**config.mk**
```make
export PLATFORM = sky130hd
export DESIGN_NAME = shift_seq32
export DESIGN_NICKNAME = d
export VERILOG_FILES = /design/src/rtl/shift_seq_pkg.sv /design/src/rtl/shift_seq_step.sv /design/src/rtl/shift_seq32.sv
export SDC_FILE = /design/constraint.sdc
export NUM_CORES = 1
export LEC_CHECK = 0
export ABC_AREA = 1
export ABC_CLOCK_PERIOD_IN_PS = 2900
export CAP_MARGIN = 20
export CORE_MARGIN = 5
export CORE_UTILIZATION = 55
export CTS_CLUSTER_DIAMETER = 30
export DETAILED_ROUTE_END_ITERATION = 12
export PLACE_DENSITY = 0.85
export SLEW_MARGIN = 20
export SYNTH_ARGS = -nofsm -noshare
export SYNTH_HDL_FRONTEND = slang
export SYNTH_SLANG_ARGS = --single-unit
```
**constraint.sdc**
```tcl
create_clock -name clk -period 2.9 [get_ports clk]
set_input_delay 0.29 -clock clk [delete_from_list [all_inputs] [get_ports clk]]
set_output_delay 0.29 -clock clk [all_outputs]
set_load 0.02 [all_outputs]
```
**src/rtl/shift_seq_pkg.sv**
```systemverilog
// Shared definitions for the multi-cycle shift unit: op encodings, FSM state
// encoding and a small direction helper.
package shift_seq_pkg;

  // aluc operation encodings
  localparam logic [1:0] OP_SRA = 2'b00;
  localparam logic [1:0] OP_SLA = 2'b01;
  localparam logic [1:0] OP_SRL = 2'b10;
  localparam logic [1:0] OP_SLL = 2'b11;

  // FSM state encoding
  localparam logic [1:0] ST_IDLE  = 2'd0;
  localparam logic [1:0] ST_SHIFT = 2'd1;
  localparam logic [1:0] ST_DONE  = 2'd2;

  // SRA and SRL move bits toward the LSB; SLA and SLL toward the MSB.
  function automatic logic is_right(input logic [1:0] op);
    return (op == OP_SRA) || (op == OP_SRL);
  endfunction

endpackage

```
**src/rtl/shift_seq_step.sv**
```systemverilog
// Combinational single shift step: moves work by 1 bit, or by 4 bits when
// stride4 is set, in the direction and fill selected by op.
module shift_seq_step
  import shift_seq_pkg::*;
#(
  parameter int WIDTH = 32
) (
  input  logic [WIDTH-1:0] work,
  input  logic [1:0]       op,
  input  logic             stride4,
  output logic [WIDTH-1:0] work_next
);

  logic [2:0] amt;

  // Select shift distance and direction; only SRA replicates the sign bit.
  always_comb begin
    amt = stride4 ? 3'd4 : 3'd1;
    if (is_right(op)) begin
      if (op == OP_SRA) begin
        work_next = WIDTH'($signed(work) >>> amt);
      end else begin
        work_next = work >> amt;
      end
    end else begin
      work_next = work << amt;
    end
  end

endmodule

```
**src/rtl/shift_seq32.sv**
```systemverilog
// Multi-cycle 32-bit shifter (SRA/SLA/SRL/SLL by 0..31) behind valid/ready
// handshakes. Optional macro SHIFT_SEQ_STRIDE4_EN lets each SHIFT cycle move
// 4 bits while at least 4 remain; results are unchanged, only latency drops.
module shift_seq32
  import shift_seq_pkg::*;
#(
  parameter int WIDTH = 32,
  parameter int SHW   = 5
) (
  input  logic             clk,
  input  logic             rst_n,
  input  logic             in_valid,
  output logic             in_ready,
  input  logic [WIDTH-1:0] a,
  input  logic [SHW-1:0]   b,
  input  logic [1:0]       aluc,
  output logic             out_valid,
  input  logic             out_ready,
  output logic [WIDTH-1:0] c
);

  localparam logic [SHW-1:0] CNT_ONE  = SHW'(1);
  localparam logic [SHW-1:0] CNT_FOUR = SHW'(4);

  logic [1:0]       state, state_nx;
  logic [WIDTH-1:0] work, work_nx;
  logic [SHW-1:0]   cnt, cnt_nx;
  logic [1:0]       op, op_nx;
  logic [WIDTH-1:0] c_nx;
  logic             stride4;
  logic [WIDTH-1:0] step_out;

`ifdef SHIFT_SEQ_STRIDE4_EN
  assign stride4 = (cnt >= CNT_FOUR);
`else
  assign stride4 = 1'b0;
`endif

  shift_seq_step #(
    .WIDTH (WIDTH)
  ) u_step (
    .work      (work),
    .op        (op),
    .stride4   (stride4),
    .work_next (step_out)
  );

  assign in_ready  = (state == ST_IDLE);
  assign out_valid = (state == ST_DONE);

  // Next-state: accept in IDLE, step until cnt hits zero, hold result in DONE.
  always_comb begin
    state_nx = state;
    work_nx  = work;
    cnt_nx   = cnt;
    op_nx    = op;
    c_nx     = c;
    case (state)
      ST_IDLE: begin
        if (in_valid) begin
          work_nx = a;
          cnt_nx  = b;
          op_nx   = aluc;
          if (b == '0) begin
            c_nx     = a;
            state_nx = ST_DONE;
          end else begin
            state_nx = ST_SHIFT;
          end
        end
      end
      ST_SHIFT: begin
        work_nx = step_out;
        cnt_nx  = cnt - (stride4 ? CNT_FOUR : CNT_ONE);
        if (cnt_nx == '0) begin
          c_nx     = step_out;
          state_nx = ST_DONE;
        end
      end
      ST_DONE: begin
        if (out_ready) state_nx = ST_IDLE;
      end
      default: state_nx = ST_IDLE;
    endcase
  end

  // State registers; reset aborts any request in flight and clears the result.
  always_ff @(posedge clk or negedge rst_n) begin
    if (!rst_n) begin
      state <= ST_IDLE;
      work  <= '0;
      cnt   <= '0;
      op    <= OP_SRA;
      c     <= '0;
    end else begin
      state <= state_nx;
      work  <= work_nx;
      cnt   <= cnt_nx;
      op    <= op_nx;
      c     <= c_nx;
    end
  end

endmodule

```
# Word level (Yosys, flattened, before mapping)

Cells that the tools add are included.

Flip-flop bits (word level): 73
Input port bits: 43
Output and inout port bits: 34
Word-level logic and storage cells: 38

Add/subtract/negate cells: 1
Equality and inequality tests: 7
Mux-type cells: 15
Reduce and logical (&&, ||, !) cells: 10

Operators with widths:

| kind                  | number |
|---|---|
| $mux W32              | 6 |
| $pmux W32 S2          | 2 |
| $logic_not A5 Y1      | 2 |
| $pmux W5 S2           | 1 |
| $mux W2               | 4 |
| $pmux W2 S3           | 1 |
| $mux W5               | 1 |
| $sub A5 B1 Y5 const B | 1 |
| $eq A2 B2 Y1 const B  | 2 |
| $logic_not A2 Y1      | 2 |
| $ne A2 B1 Y1 const B  | 2 |
| $ne A2 B2 Y1 const B  | 2 |
| $reduce_and A2 Y1     | 2 |
| $reduce_and A4 Y1     | 1 |
| $reduce_and A3 Y1     | 1 |
| $eq A2 B1 Y1 const B  | 1 |
| $reduce_bool A2 Y1    | 1 |
| $logic_or A1 B1 Y1    | 1 |

# Logic depth before layout (Yosys ltp)

Depth after elaboration: 5
Depth in mapped cells: 12
Depth with buffers taken out: 11

# Cells and area by module

From an unflattened synthesis, not the netlist that was laid out.

Cells, all modules: 628
Area total of the unflattened synthesis: 4375.4 um^2

By module, submodules not included:

| module         | instances | cells an instance | area an instance (um^2) | sequential area each (um^2) |
|---|---|---|---|---|
| shift_seq32    | 1         | 450               | 3468.3                  | 1826.8 |
| shift_seq_step | 1         | 178               | 907.1                   | 0.0 |

# Worst setup path before layout

Ideal clock, no wire load.

Path type: flip-flop to flip-flop
Start: reg cnt[0]
End: reg c[0]
Setup time: 0.117 ns
Arrival: 1.408 ns
Data required time: 2.783 ns
Slack: 1.375 ns
Cell stages (with the launch flop): 13
Path buffers: 1
Clock period less this slack: 1.525 ns
Cells stage by stage: dfrtp_1 > inv_1 > ha_1 > inv_1 > nand2_1 > nand3_1 > nor2_1 > nand2_1 > nand2_2 > nand2_4 > buf_6 > nand2_1 > nand2_1

Word-level cells in the longest chain between the ends: 4

Ends and longest elaborated chain:

| what                               | line               | RTL |
|---|---|---|
| start: declaration                 | shift_seq32.sv:27  | `logic [SHW-1:0] cnt, cnt_nx;` |
| start signal: assignment           | shift_seq32.sv:98  | `cnt <= cnt_nx;` |
| $sub A5 B1 Y5                      | shift_seq32.sv:74  | `cnt_nx = cnt - (stride4 ? CNT_FOUR : CNT_ONE);` |
| $logic_not A5 Y1                   | shift_seq32.sv:75  | `if (cnt_nx == '0) begin` |
| $ne A2 B2 Y1 (no source line)      | n/a                |  |
| $reduce_and A4 Y1 (no source line) | n/a                |  |
| end signal: assignment             | shift_seq32.sv:100 | `c <= c_nx;` |
| end: declaration                   | shift_seq32.sv:19  | `output logic [WIDTH-1:0] c` |

No other way between the ends.
A chain may end at the register's enable or synchronous reset.

# Worst setup path in the final report

Start: reg state[1]
End: reg c[28]

Word-level cells in the longest chain between the ends: 3
Elaborated cells between the ends (all ways): 8
Classes of those cells: eq/ne (4); mux (1); reduce/logical (3)

Ends and longest elaborated chain:

| what                                                  | line              | RTL |
|---|---|---|
| start: declaration                                    | shift_seq32.sv:25 | `logic [1:0] state, state_nx;` |
| start signal: assignment                              | shift_seq32.sv:96 | `state <= state_nx;` |
| $eq A2 B1 Y1 or $logic_not A2 Y1 (tied branches)      | shift_seq32.sv:58 | `case (state)` |
| $ne A2 B2 Y1 (no source line) (tied with other cells) | n/a               |  |
| $reduce_and A4 Y1 (no source line)                    | n/a               |  |

Parallel ways exist; a longest one is shown, timed or not.

==> impl_metrics.csv <==
group,metric,value,unit
run_status,status,"finished clean",
detailed_routing,post_drt_wl_per_cell,14.6,um
clock_network,tritoncts,"done",
detailed_routing,avgViaCountPerCell,5.45,
clock_network,cts_resized,0,
floorplanning,ioPinCount,77,
floorplanning,fp-row-count,29,
sta,hold_viol,0,
placement,dpl.hpwl,6030,um
sta,finalMaxSlewViolations,0,
synth,yosysUniqueCellTypes,22,
placement,place_congestion,0.873,
power_and_ir_drop,power,6.00,mW
synth,avgSynthCellArea,7.52,um^2
synth,ys_seq_area_share,49.4,%
power_and_ir_drop,p_per_area,1290,nW/um^2
finish,layout-drive-gt1-share,5.90,%
setup_path,arrival,2.66,ns
detailed_routing,drcViolationCount,0,
floorplanning,core_area,6460,um^2
grt,overflow,0,
grt,met3_usage,3.85,%
power_and_ir_drop,leakage,2.34,nW
clock_network,hold_buffers,0,
grt,use_met1,31.1,%
synth,synth_area,3700,um^2
synth,synth_area_leader_cell,"dfrtp_1",
sta,fin_worst_skew,0.0117,ns
setup_path,rr_endpoint,"c[28]$_DFFE_PN0P_",
clock_network,clk_latency,0.35,ns
detailed_routing,routed_wl,9300,um
grt,grt_pass1_wl,16000,um
grt,grt_pass1_vias,3462,
sta,fmax,0.412,GHz
clock_network,cts.clk_slew.worst_paths,0.08,ns
sta,setup_viol,0,
clock_network,clock-sinks,73,
setup_path,crit_type,"reg -> reg",
finish,layout_common_cells,"209 x nand2_1, 75 x clkdlybuf4s50_1, 73 x dfrtp_1",
sta,relSlewSlack,37.5,%
setup_path,critPathRequiredTime,3.13,ns
sta,finalCritPeriodShare,83.6,%
detailed_routing,ant_nets,0,
run,cap_viol_max_count,0,
clock_network,post_cts_buffers,0,
synth,ys_ff_latch,73,
worst_hold_path,hp-class,"in -> async",
grt,grt_busiest_layer,"met2",
setup_path,cp-start-kind,"register",
detailed_routing,drtIter0Drc,264,
sta,rsz0062_at_grt,"no",
sta,worst_pin_slew,0.935,ns
clock_network,h-tree-depth,3,
grt,grt_antenna_before_repair,0,
sta,finalSetupTns,0,ns
synth,synth_area_leaders,"dfrtp_1 49%, nand2_1 21%, o21ai_0 5.4%, nand3_1 5.1%, o21ai_1 3.9%",
setup_path,startpoint,"state[1]$_DFFE_PN0P_",
setup_path,rr_worst_depth,6,
synth,synth_top_cell_area_share,49.4,%
finish,final_area,4660,um^2
setup_path,ff2ff_setup_slack,0.48,ns
power_and_ir_drop,peakVddDrop,656,uV
finish,utilization,72.2,%
floorplanning,die_y,92.0,um
synth,syn_inst,492,
synth,yosys_warnings,0,
finish,area_delta_synth_final,26.0,%
setup_path,cp_max_fo,33,
detailed_routing,num_vias,3464,
floorplanning,start_util,57.3,%
clock_network,cts.path.max_buffers,2,
detailed_routing,dr.pass1.iters,7,
grt,grt_max_degree,74,
setup_path,cp-end-kind,"register",
grt,grt_use_met2,37.0,%
finish,antenna_cells,0,
finish,final_common_cell,"nand2_1",
setup_path,r2r_start,"state[1]$_DFFE_PN0P_",
grt,track_usage,23.0,%
setup_path,endpoint,"c[28]$_DFFE_PN0P_",
floorplanning,die_w,92.0,um
floorplanning,dieArea,8470,um^2
sta,finalCriticalPeriod,2.42,ns
clock_network,root_buffer,"clkbuf_8",
finish,nets,599,
synth,syn_nets,537,
clock_network,cts_buffers,9,
placement,io_buffers,76,
placement,dpl-instance-area,4410,um^2
[flip-flops by register name (all words and copies together) (netlist names)]
name	cells
state	2
op	2
c	32
work	32
cnt	5
[cells by family (layout without fill, tap and decap cells)]
kind of cell | Yosys count | count (layout) | share of synthesized area (%)
AO/OA/AOI/OAI | 78 | 78 | 11.0
adder cells (fa/ha/maj) | 2 | 2 | 0.676
buffers and inverters | 48 | 115 | 6.73
flip-flops | 73 | 73 | 49.4
AND/OR/NAND/NOR | 291 | 291 | 32.2
[final cells by class]
cell class	count	area (um^2)
Fill cell	518	1800
Inverter	18	67.6
Tap cell	77	96.3
Clock buffer	10	138
Timing Repair Buffer	81	796
Sequential cell	73	1830
Clock inverter	6	115
Multi-Input combinational cell	371	1620
[worst max-delay path, cell delays in order (launching register included)]
cell,delay [ns]
dfrtp_1,0.42
nor2_4,0.43
nor2_4,0.09
a21oi_4,0.73
nand2_4,0.38
nand2_1,0.18
nand2_1,0.06
[where the power goes]
part | leakage [nW] | internal [mW] | total (mW) | switching [mW]
Sequential | 0.909 | 1.53 | 1.84 | 0.315
Clock | 0.123 | 0.598 | 0.994 | 0.396
Combinational | 1.30 | 1.11 | 3.17 | 2.06
Total | 2.34 | 3.23 | 6.00 | 2.77
[metrics by stage]
| step | std cells | setup slack, ns | hold slack [ns] |
|---|---|---|---|
| floorplan | 492 | 1.37 | -0.00559 |
| global placement | 620 | 0.416 | 0.454 |
| detailed placement | 620 | 0.337 | 0.460 |
| CTS | 636 | 0.483 | 0.101 |
| global route | 636 | 0.287 | 0.160 |
| finish | 636 | 0.475 | 0.0868 |
[layer usage]
| layer | part of all wire (%) | vias up |
|---|---|---|
| met5 | 0 | - |
| met4 | 2.1 | 0 |
| met3 | 6.4 | 21 |
| met2 | 47 | 137 |
| met1 | 44 | 1612 |
| li1 | - | 1694 |
[cells in the mapped netlist, drive strengths merged]
| cell | count |
|---|---|
| clkbuf | 13 |
| o22ai | 1 |
| nand2 | 212 |
| ha | 2 |
| dfrtp | 73 |
| inv | 18 |
| a21oi | 6 |
| o21ai | 69 |
| nand3 | 38 |
| buf | 17 |
| nand4 | 1 |
| nor2 | 40 |
| o211ai | 2 |
[worst min-delay path by stage]
stage	startpoint	to	slack, ns	cells after the start
finish	rst_n	c[18]$_DFFE_PN0P_	0.09	1
floorplan	rst_n	c[0]$_DFFE_PN0P_	-0.006	0
global placement	c[25]$_DFFE_PN0P_	c[25]$_DFFE_PN0P_	0.45	2
detailed placement	c[1]$_DFFE_PN0P_	c[1]$_DFFE_PN0P_	0.46	2
CTS	rst_n	c[18]$_DFFE_PN0P_	0.10	1
global route	rst_n	state[1]$_DFFE_PN0P_	0.16	1
No activity file was read; power rests on OpenSTA's default activity.
